`src/rtl/serializer_pkg.sv`:
```
// Shared state encoding, default word width and pointer sizing helper for the serializer.
package serializer_pkg;

    localparam int DEFAULT_DATA_W = 4;

    typedef enum logic {
        ST_IDLE  = 1'b0,
        ST_SHIFT = 1'b1
    } state_t;

    // A depth-1 FIFO still needs a 1-bit pointer to keep the port widths legal.
    function automatic int ptr_width(input int depth);
        return (depth > 1) ? $clog2(depth) : 1;
    endfunction

endpackage

```
`src/rtl/sync_fifo.sv`:
```
// Single-clock FIFO with wrap-around pointers and an occupancy count.
// Pushes while full and pops while empty are dropped internally.
module sync_fifo
    import serializer_pkg::*;
#(
    parameter  int WIDTH = 4,
    parameter  int DEPTH = 2,
    localparam int CNT_W = $clog2(DEPTH + 1)
) (
    input  logic             clk,
    input  logic             rst,
    input  logic             i_push,
    input  logic [WIDTH-1:0] i_wdata,
    input  logic             i_pop,
    output logic [WIDTH-1:0] o_rdata,
    output logic             o_full,
    output logic             o_empty,
    output logic [CNT_W-1:0] o_count
);

    localparam int PTR_W = ptr_width(DEPTH);

    logic [WIDTH-1:0] r_mem [DEPTH];
    logic [PTR_W-1:0] r_wr_ptr;
    logic [PTR_W-1:0] r_rd_ptr;
    logic [CNT_W-1:0] r_count;
    logic             w_do_push;
    logic             w_do_pop;

    function automatic logic [PTR_W-1:0] next_ptr(input logic [PTR_W-1:0] p);
        return (p == PTR_W'(DEPTH - 1)) ? '0 : p + PTR_W'(1);
    endfunction

    assign o_full    = (r_count == CNT_W'(DEPTH));
    assign o_empty   = (r_count == '0);
    assign o_count   = r_count;
    assign o_rdata   = r_mem[r_rd_ptr];
    assign w_do_push = i_push && !o_full;
    assign w_do_pop  = i_pop && !o_empty;

    always_ff @(posedge clk or posedge rst) begin
        if (rst) begin
            r_wr_ptr <= '0;
            r_rd_ptr <= '0;
            r_count  <= '0;
        end else begin
            if (w_do_push) r_wr_ptr <= next_ptr(r_wr_ptr);
            if (w_do_pop)  r_rd_ptr <= next_ptr(r_rd_ptr);
            case ({w_do_push, w_do_pop})
                2'b10:   r_count <= r_count + CNT_W'(1);
                2'b01:   r_count <= r_count - CNT_W'(1);
                default: r_count <= r_count;
            endcase
        end
    end

    always_ff @(posedge clk) begin
        if (w_do_push) r_mem[r_wr_ptr] <= i_wdata;
    end

endmodule

```
`src/rtl/nibble_serializer.sv`:
```
// Buffers parallel words in a small FIFO and shifts them out one bit per cycle, back-to-back.
// First bit appears the cycle after the edge following the push; d_ready drops while the FIFO is full.
module nibble_serializer
    import serializer_pkg::*;
#(
    parameter int DATA_W     = DEFAULT_DATA_W,
    parameter int FIFO_DEPTH = 2,
    parameter int MSB_FIRST  = 1
) (
    input  logic              clk,
    input  logic              rst,
    input  logic [DATA_W-1:0] D,
    input  logic              d_valid,
    output logic              d_ready,
    output logic              ser_out,
    output logic              ser_valid,
    output logic              frame_start,
    output logic              busy
);

    localparam int              IDX_W    = $clog2(DATA_W);
    localparam int              CNT_W    = $clog2(FIFO_DEPTH + 1);
    localparam logic [IDX_W-1:0] LAST_IDX = IDX_W'(DATA_W - 1);

    state_t            r_state;
    logic [DATA_W-1:0] r_shreg;
    logic [IDX_W-1:0]  r_idx;

    logic [DATA_W-1:0] w_fifo_head;
    logic [CNT_W-1:0]  w_fifo_count;
    logic              w_fifo_full;
    logic              w_fifo_empty;
    logic              w_last_bit;
    logic              w_load;
    logic              w_cur_bit;

    assign d_ready    = !rst && (w_fifo_count < CNT_W'(FIFO_DEPTH));
    assign w_last_bit = (r_state == ST_SHIFT) && (r_idx == LAST_IDX);
    // Reload on the final bit as well as from IDLE so consecutive words leave no gap.
    assign w_load     = !w_fifo_empty && ((r_state == ST_IDLE) || w_last_bit);
    assign w_cur_bit  = (MSB_FIRST != 0) ? r_shreg[DATA_W-1] : r_shreg[0];

    sync_fifo #(
        .WIDTH (DATA_W),
        .DEPTH (FIFO_DEPTH)
    ) u_fifo (
        .clk     (clk),
        .rst     (rst),
        .i_push  (d_valid && d_ready),
        .i_wdata (D),
        .i_pop   (w_load),
        .o_rdata (w_fifo_head),
        .o_full  (w_fifo_full),
        .o_empty (w_fifo_empty),
        .o_count (w_fifo_count)
    );

    always_ff @(posedge clk or posedge rst) begin
        if (rst) begin
            r_state <= ST_IDLE;
            r_shreg <= '0;
            r_idx   <= '0;
        end else begin
            case (r_state)
                ST_IDLE: begin
                    if (w_load) begin
                        r_shreg <= w_fifo_head;
                        r_idx   <= '0;
                        r_state <= ST_SHIFT;
                    end
                end
                ST_SHIFT: begin
                    if (w_last_bit) begin
                        if (w_load) begin
                            r_shreg <= w_fifo_head;
                            r_idx   <= '0;
                        end else begin
                            r_shreg <= '0;
                            r_idx   <= '0;
                            r_state <= ST_IDLE;
                        end
                    end else begin
                        r_shreg <= (MSB_FIRST != 0) ? (r_shreg << 1) : (r_shreg >> 1);
                        r_idx   <= r_idx + IDX_W'(1);
                    end
                end
                default: r_state <= ST_IDLE;
            endcase
        end
    end

    assign ser_valid   = (r_state == ST_SHIFT);
    assign frame_start = ser_valid && (r_idx == '0);
    assign ser_out     = ser_valid && w_cur_bit;
    assign busy        = ser_valid || !w_fifo_empty;

endmodule

```
`config.mk`:
```
export PLATFORM = sky130hd
export DESIGN_NAME = nibble_serializer
export DESIGN_NICKNAME = d
export VERILOG_FILES = /design/src/rtl/serializer_pkg.sv /design/src/rtl/sync_fifo.sv /design/src/rtl/nibble_serializer.sv
export SDC_FILE = /design/constraint.sdc
export NUM_CORES = 1
export LEC_CHECK = 0
export BUFFER_PORTS_ARGS = -buffer_cell sky130_fd_sc_hd__buf_2
export CORE_MARGIN = 2
export CORE_UTILIZATION = 40
export DETAILED_ROUTE_END_ITERATION = 10
export SLEW_MARGIN = 5
export SYNTH_ARGS = -nofsm -noshare
export SYNTH_HDL_FRONTEND = slang
export SYNTH_SLANG_ARGS = --single-unit
```
`constraint.sdc`:
```
create_clock -name clk -period 2.5 [get_ports clk]
set_input_delay 0.25 -clock clk [delete_from_list [all_inputs] [get_ports clk]]
set_output_delay 0.25 -clock clk [all_outputs]
set_load 0.05 [all_outputs]
```
==> flow_results.org, run 1 <==
** Run status
- Run status :: finished, final reports clean

** Setup path
- STA classifies the critical path endpoint as a primary output.
- Kind of start point of the critical path :: register
- Internal reg-to-reg setup slack :: 810 ps
- By startpoint and endpoint, the worst setup path is classified as register to primary output.
- STA puts the critical path data required time at between 2000 and 2500 ps.
- Data arrival time of the critical path :: between 1500 and 2000 ps
- Top fanout value on the critical path :: 12
- Counting cells, the worst reg-to-reg path comes to 5.

** Detailed routing
- Wires add up to about 1300 um.
- Summing over every cut layer, the via total after detailed routing is 510.
- DRT iter0 DRCs :: 9
- The detail route stage leaves a number of antenna-violating nets equal to 0.
- The routed design uses 40 um of met3 wire.
- In the detailed route, the total length drawn on met2 is between 500 and 600 um.
- Wire length per cell after detailed routing :: roughly 12 um
- Routed signal wires occupy layers up through met4.
- First-pass iteration count of the detailed router :: 4
- Number of remaining DRC errors :: 0
- Vias per std cell :: 4.81
- Wl on met1 :: between 500 and 600 um

** Floorplanning
- Once the floorplan was initialized, standard cells occupied 43.2% of the core.
- In this run the count of I/O pins placed on the die edge is 12.
- Measured along the y axis, the die boundary spans just over 50 um.
- Die ar. :: 2550 um^2
- Cell Rows :: 16
- After floorplanning, the core was sized to cover 2000 um^2.
- The floorplan step set the die width to 50.5 um.

** Synth
- In the synthesized netlist the async set-or-reset flop fraction comes to 57.9%.
- After synthesis the netlist holds a flip-flop and latch count of 19.
- Gate Count Post-Synth :: between 60 and 70
- Yosys printed 0 warnings.
- Mean cell area of the mapped netlist :: 13.1 um^2
- After synthesis, the largest family of logic cells by area is simple AND/OR/NAND/NOR gates.
- Mapped Nets :: between 70 and 80
- The synthesized design contains 8 enable-type register cells.
- For this run, the leading register cell type out of synthesis is sky130_fd_sc_hd__dfrtp_1.
- Of the synthesized area, sequential elements account for between 50% and 60%.
- Synthesized-area fraction occupied by and/or/nand/nor cells :: 11.4%
- After Yosys synthesis, XOR and XNOR cells account for roughly 5% of the synthesized area.
- Combined area of all synthesized cells :: a little under 900 um^2
- After synthesis, the share of cell area in mux cells is between 4 and 5%.
- Area share of fa/ha/maj cells after synthesis :: 4.34%
- Distinct cell type count of the synthesized netlist :: 23
- Summing the areas of all compound-gate instances in the mapped netlist gives approximately 10% of the synthesized area.

** GRT
- Via count of the first global-routing pass :: about 480
- The total overflow left after global routing is 0.
- Global-route wire length before repair :: 2060 um
- Entering global routing, the biggest net connects 13 pins.
- The initial antenna violation count was 0.
- Global routing consumed, over all layers together, between 10% and 20% of the routing resources.

** Pwr
- Share of total power in sequential cells :: between 40% and 50%
- The analysis attributes to net switching a power of roughly 0.49 mW.
- Net switching is 41.7% of the power.
- The clock network burns roughly an eighth of the power.
- Part of the total power dissipated in combinational logic :: a little over two fifths
- For this design the ratio of total power to cell area is around 1200 nW/um^2.
- The analysis attributes to cell leakage a power of approximately 0.44 nW.
- Int Power :: between 0.6 and 0.7 mW
- Largest voltage drop on the vdd net :: 0.000648 V

** Finish
- Area growth from synthesis to final layout :: 11.6%
- Cells with a size suffix above 1 make up 24.1% of the layout.
- In the layout the commonest cells are sky130_fd_sc_hd__buf_2, sky130_fd_sc_hd__dfrtp_1, sky130_fd_sc_hd__edfxtp_1.
- At the end of the flow the core is filled with cells to 48.3%.
- For this run, the number of standard cells in the final layout without fillers is 106.
- Nets :: 90
- The repair_antennas step left the layout with diodes totalling 0.

** Clocking
- The clock passes through at most 2 buffers.
- Number of levels in the clock H-tree :: 1
- After clock tree synthesis, the repair step resized 0 gates.
- The cell sitting at the root of the clock tree is a sky130_fd_sc_hd__clkbuf_4.
- Clk_lat worst skew :: ~300 ps
- Number of clock sinks :: 19
- Clock-pin slew was measured on the worst setup and hold paths at approximately 110 ps.
- Number of buffers created by CTS :: 3
- After clock tree synthesis, the flow added hold-fix buffers numbering 1.
- Post-CTS Setup Repair Bufs :: 0
- Clock tree from TritonCTS :: built

** Placement
- Before CTS, the worst setup slack after placement is 836 ps.
- Buffers placed on the I/O ports in this run total 11.
- At the end of routability-driven placement, the weighted congestion stood at roughly 0.72.
- Number of cells after detailed placement :: 101

** Timing
- Clock skew on the completed layout was measured at ~3.3 ps.
- At the pin with the least slew margin, the transition time is 549 ps.
- Aggregate negative setup slack :: 0 ps
- Derived from the worst setup path, the maximum achievable clock frequency is ~540 MHz.
- Worst rel slew slack :: between 60% and 70%
- Once routing completed, OpenROAD measured the worst setup slack at between 600 and 700 ps.
- Total count of hold-check failures in the final report :: 0
- Setup violations remaining at the end of the flow were counted as 0.
- The worst path needs approximately 1800 ps of the cycle, external delays included.
- Number of pins exceeding their max-slew limit in the final report :: 0
- Worst Hold Margin :: between 100 and 150 ps
- RSZ-0062 raised after global routing :: false
- Share of the clock period used by the worst path after layout :: about 74%

** Flow run
- Number of max-cap violations :: 0

** Hold path
- Count of cells along the worst hold path :: 1
- The min-delay analysis places its worst path in the category input pin to register.
## final cells by class
cell class / instances / area, um^2
Fill cell: 196 / 1040
Tap cell: 27 / 33.8
Inverter: 5 / 18.8
Timing Repair Buffer: 12 / 65.1
Clock buffer: 3 / 22.5
Sequential cell: 19 / 515
Multi-Input combinational cell: 39 / 305
Clock inverter: 1 / 5.00
## logic make-up after synthesis
kind of cell / Yosys count
multiplexers: 4
flip-flops: 19
AND/OR/NAND/NOR: 18
AO/OA/AOI/OAI: 9
buffers and inverters: 8
adder cells (fa/ha/maj): 3
XOR/XNOR: 5
## critical path: stages (launching register included)
cell and delay, ps:
sky130_fd_sc_hd__dfrtp_1 450, sky130_fd_sc_hd__nor2_2 470, sky130_fd_sc_hd__nand2_1 130, sky130_fd_sc_hd__buf_2 230
## state kept, by name, summed over array words and instances (netlist names)
signal	flops
u_fifo.r_wr_ptr	1
u_fifo.o_count	2
r_idx	2
ser_valid	1
r_shreg	4
u_fifo.r_rd_ptr	1
u_fifo.r_mem	8
## synthesized netlist by cell type (all sizes together) (2+ instances only)
cell type  number  area share [%]
a211o           3             3.0
a32oi           3             3.0
and2            2             1.4
buf             3             3.0
dfrtp          11              32
edfxtp          8              28
ha              3             4.3
inv             5             2.2
mux2i           4             4.6
nand2           7             3.0
nor2            5             3.3
nor2b           2             2.3
xnor2           3             3.0
xor2            2             2.0
## per-stage QoR
step                total power [mW]  instance area [um^2]
global route                    1.26                   966
finish                          1.17                   966
detailed placement              1.03                   928
floorplan                      0.959                   866
CTS                             1.18                   966
global placement                1.02                   928
## per-layer routing
metal  global-route usage (%)  up-vias
met5                        0        -
met4                     6.76        0
li1                         -      258
met1                     14.4      238
met2                     16.9        9
met3                     2.68        5
## final timing paths
kind,start,endpoint
max,u_fifo.o_count[0],busy
min in group asynchronous,rst,u_fifo.r_wr_ptr
min reg2reg,r_shreg[1],r_shreg[2]
min,D[0],u_fifo.r_mem[0][0]
max in group asynchronous,rst,r_idx[1]
max reg2reg,u_fifo.o_count[0],u_fifo.o_count[1]
## power by group through the flow
stage / clock [mW] / sequential, mW / combinational, mW
after floorplan: 0 / 0.495 / 0.465
after global placement: 0 / 0.520 / 0.500
after detailed placement: 0 / 0.522 / 0.504
after CTS: 0.157 / 0.515 / 0.505
after global routing: 0.177 / 0.529 / 0.550
final: 0.155 / 0.515 / 0.498
(Power assumes the default switching activity.)
==> run 2, diff against run 1 <==
ABC_AREA = 1   (was not set)
clock period = 1.8 ns   (was 2.5 ns; I/O delays follow)
==> flow_results.org, run 2 <==
** Finish
- Most flop-heavy register :: u_fifo.r_mem
- Commonest non-fill, non-tap cells in the layout :: sky130_fd_sc_hd__nand2_1, sky130_fd_sc_hd__inv_1, sky130_fd_sc_hd__buf_2, sky130_fd_sc_hd__dfrtp_1, sky130_fd_sc_hd__edfxtp_1
- The total area of multi-input combinational cells was 299 um^2 (-2.0%).
- The flip-flop count of the largest register after layout is 8 (unchanged).
- Count of filler cells inserted in the layout :: 212 (+8.2%)
- Nets :: 114 (+27%)
- Largest registers ranked by flip-flop count :: u_fifo.r_mem: 8 flops, r_shreg: 4 flops
- Storage cell area :: 515 um^2 (unchanged)
- Final instance count without filler cells :: 130 (+23%)
- From synthesis to final layout, the design area changed by 15.7%.
- Proportion of layout cells with a drive suffix above 1 :: 22.3% (-1.7 points)
- Antenna diodes :: 0 (unchanged)
- Most common cell after layout, fill and taps aside :: sky130_fd_sc_hd__nand2_1

** Synth
- The sequential-to-total area share from yosys stat came to 59.4% (-0.17 points).
- The post-synthesis area per instance was 9.98 um^2 (-24%).
- Mapped Nets :: 97 (+28%)
- Yosys attributes the largest share of cell area to sky130_fd_sc_hd__dfrtp_1, sky130_fd_sc_hd__edfxtp_1, sky130_fd_sc_hd__nand2_1, sky130_fd_sc_hd__inv_1, sky130_fd_sc_hd__ha_1.
- Leading register cell type out of synthesis :: sky130_fd_sc_hd__dfrtp_1
- Fraction of post-synthesis cell area in the top cell type by area :: 31.7% (-0.092 points)
- Yosys top cell by area :: sky130_fd_sc_hd__dfrtp_1
- In the post-synthesis netlist, the cell with the most instances is sky130_fd_sc_hd__nand2_1.
- Total number of yosys warnings :: 0 (unchanged)
- The async set-or-reset flop fraction in the synthesized netlist was 57.9% (unchanged).
- Synth top cells by count :: sky130_fd_sc_hd__nand2_1, sky130_fd_sc_hd__inv_1, sky130_fd_sc_hd__dfrtp_1, sky130_fd_sc_hd__edfxtp_1, sky130_fd_sc_hd__o21ai_0
- Combined area of all synthesized cells :: 868 um^2 (+0.29%)
- Gate Count Post-Synth :: 87 (+32%)
- The count of flip-flops with a built-in enable after synthesis was 8 (unchanged).
- Synthesis-stage register bit count :: 19 (unchanged)
- The number of distinct standard cells referenced by the synthesized netlist came to 18 (-22%).

** Timing
- The final-layout worst hold slack came to 70.2 ps (-59.3 ps).
- Final Critical Period :: between 1500 and 2000 ps
- Number of pins exceeding their max-slew limit in the final report :: 0 (unchanged)
- In the finished design, the share of the clock period the worst path needs comes to just over 90%.
- Setup repair after global routing left no endpoint under its margin.
- Total count of hold-check failures in the final report :: 0 (unchanged)
- The total negative setup slack was 0 ps (unchanged).
- Transition time of the tightest slew-check pin :: 427 ps (-122 ps)
- The worst setup slack after layout is 145 ps (-516 ps).
- Derived from the worst setup path, the maximum achievable clock frequency is roughly 600 MHz.
- The worst clock skew was 8.29 ps (+4.99 ps).
- Number of failing setup endpoints in the final timing report :: 0 (unchanged)
- The worst relative slew slack came to 71.5% (+8.1 points).

** Run status
- Run status :: finished, final reports clean

** Setup path
- FF-to-FF path depth :: 7 (+2)
- STA classifies the critical path startpoint as a register.
- Worst R2R Start :: r_idx[0]
- The largest fanout on the critical path came to 4 (-8).
- The slack of the worst reg-to-reg path is 150 ps (-660 ps).
- The worst setup path is of the register to register kind.
- Critical path capture point type :: register
- The critical path data required time came to 1980 ps (-270 ps).
- Worst setup path endpoint :: u_fifo.o_count[1]
- Data arrival time of the critical path :: 1830 ps (+240 ps)
- The worst register-to-register path ends at u_fifo.o_count[1].
- Origin of the worst setup path :: r_idx[0]

** Clocking
- The number of post-CTS setup repair buffers came to 0 (unchanged).
- The maximum clock insertion buffer count was 2 (unchanged).
- Clk_lat worst skew :: 300 ps (about the same)
- Root buffer selected by CTS :: sky130_fd_sc_hd__clkbuf_4
- CTS hold repair buffers :: 1 (unchanged)
- Total of cells resized after clock tree synthesis :: 0 (unchanged)
- The number of H-tree levels was 1 (unchanged).
- The number of clock sinks was 19 (unchanged).
- TritonCTS built the clock tree.
- Number of buffers created by CTS :: 3 (unchanged)
- The clock slew at the register clock pins of the worst setup and hold paths was 110 ps (about the same).

** Placement
- The port buffer count came to 11 (unchanged).
- The count of placed standard cells including taps is 125 (+24%).
- Final Wtd Congestion :: 0.788 (+9.2%)
- The worst setup slack after placement is 179 ps (-657 ps).
- Detailed placement finished with a half-perimeter wire length of about 1000 um.

** Floorplanning
- IO Count :: 12 (unchanged)
- The x dimension of the die was 50.6 um (+0.13%).
- Die Span Y :: 50.6 um (+0.13%)
- The starting density of the core came to 43.4% (+0.13 points).
- The floorplan core area is 2000 um^2 (unchanged).
- Die ar. :: 2560 um^2 (+0.26%)
- Cell Rows :: 16 (unchanged)

** GRT
- Antenna violations before repair :: 0 (unchanged)
- Global-route track usage on met2 :: 18.9% (+2.0 points)
- Via count of the first global-routing pass :: 544 (+14%)
- The first-pass GRT wire length was 2330 um (+13%).
- The maximum number of pins on one net before global-route repair was 12 (-1).
- Congestion Overflow GR :: 0 (unchanged)
- In this run the most used layer during global routing was met2.
- Global-route track usage on met3 :: 5.36% (+2.7 points)
- The global-route usage over all layers was 12.3% (+1.1 points).
- The met1 demand-to-capacity share in global routing came to 15.5% (+1.1 points).

** Detailed routing
- Vias per std cell :: 4.38 (-9.0%)
- Number of nets with antenna violations after routing :: 0 (unchanged)
- The initial detailed-routing violation count is 5 (-4).
- The first-pass iteration count of the detailed router came to 4 (unchanged).
- The post-route DRC violation count is 0 (unchanged).
- Vias after detailed routing :: 569 (+12%)
- Wire length per cell after detailed routing :: 9.65 um (-19%)
- The total routed wirelength came to 1250 um (-0.48%).

** Pwr
- Cell leakage power :: 0.503 nW (+15%)
- Power per cell area :: 1610 nW/um^2 (+33%)
- Largest voltage drop on the vdd net :: 0.000629 V (-3.0%)

** Flow run
- Number of max-cap violations :: 0 (unchanged)

** Hold path
- The min-delay analysis places its worst path in the category input pin to register.
[run 2: cell types whose count changed after synthesis, moves of 2 or more]
cell / change
sky130_fd_sc_hd__mux2i_1: -4
sky130_fd_sc_hd__nand3_1: +4
sky130_fd_sc_hd__and2_1: -2
sky130_fd_sc_hd__a211o_1: -3
sky130_fd_sc_hd__buf_4: -2
sky130_fd_sc_hd__a21oi_1: +4
sky130_fd_sc_hd__nand2_1: +11
sky130_fd_sc_hd__a32oi_1: -3
sky130_fd_sc_hd__inv_1: +9
sky130_fd_sc_hd__nor2_1: +3
sky130_fd_sc_hd__o21ai_0: +7
[run 2: layout make-up]
class	instances	share of cell area [%]
flip-flops and latches	19	51.3
multi-input cells	52	29.8
repair buffers	13	7.22
inverters	15	5.60
well taps	27	3.36
clock buffers	3	2.24
clock inverters	1	0.498
[run 2: how the worst min path moves through the flow]
stage	startpoint	to	slack, ps	cells after the start
4_1_cts	D[0]	u_fifo.r_mem[1][0]	60	1
6_report	D[2]	u_fifo.r_mem[1][2]	70	1
3_3_place_gp	rst	u_fifo.o_count[1]	230	2
2_1_floorplan	rst	r_idx[0]	30	1
5_1_grt	D[2]	u_fifo.r_mem[1][2]	50	1
3_5_place_dp	rst	u_fifo.o_count[1]	230	2
[run 2: cell families (layout without fill, tap and decap cells)]
kind of cell | after synthesis | after routing | share of synthesized area, %
AO/OA/AOI/OAI | 12 | 12 | 7.20
XOR/XNOR | 4 | 4 | 4.04
adder cells (fa/ha/maj) | 3 | 3 | 4.32
buffers and inverters | 16 | 32 | 7.06
flip-flops | 19 | 19 | 59.4
AND/OR/NAND/NOR | 33 | 33 | 18.0
[run 2: stage by stage]
step	instance area, um^2	utilization, %	total power, mW
2_1_floorplan	876	-	1.28
3_3_place_gp	967	48.3	1.41
3_5_place_dp	967	48.3	1.43
4_1_cts	1000	50.2	1.65
5_1_grt	1000	50.2	1.78
6_report	1000	50.2	1.62
[run 2: layer usage]
metal  share of wire (%)  vias up
met2                  46       12
li1                    -      306
met4                0.96        0
met5                   0        -
met1                  47      249
met3                 5.7        2
[run 2: report_power, final]
part | internal, mW | total [mW] | switching [mW]
clock | 0.0827 | 0.210 | 0.127
combinational | 0.259 | 0.706 | 0.447
sequential | 0.588 | 0.700 | 0.113
total | 0.929 | 1.62 | 0.686
[run 2: critical path, stage by stage (launching register included)]
cell	delay, ps
sky130_fd_sc_hd__dfrtp_1	410
sky130_fd_sc_hd__ha_1	270
sky130_fd_sc_hd__nor2_4	150
sky130_fd_sc_hd__nor2_2	60
sky130_fd_sc_hd__ha_1	320
sky130_fd_sc_hd__a21oi_1	130
sky130_fd_sc_hd__nand2_1	80
sky130_fd_sc_hd__xnor2_1	120
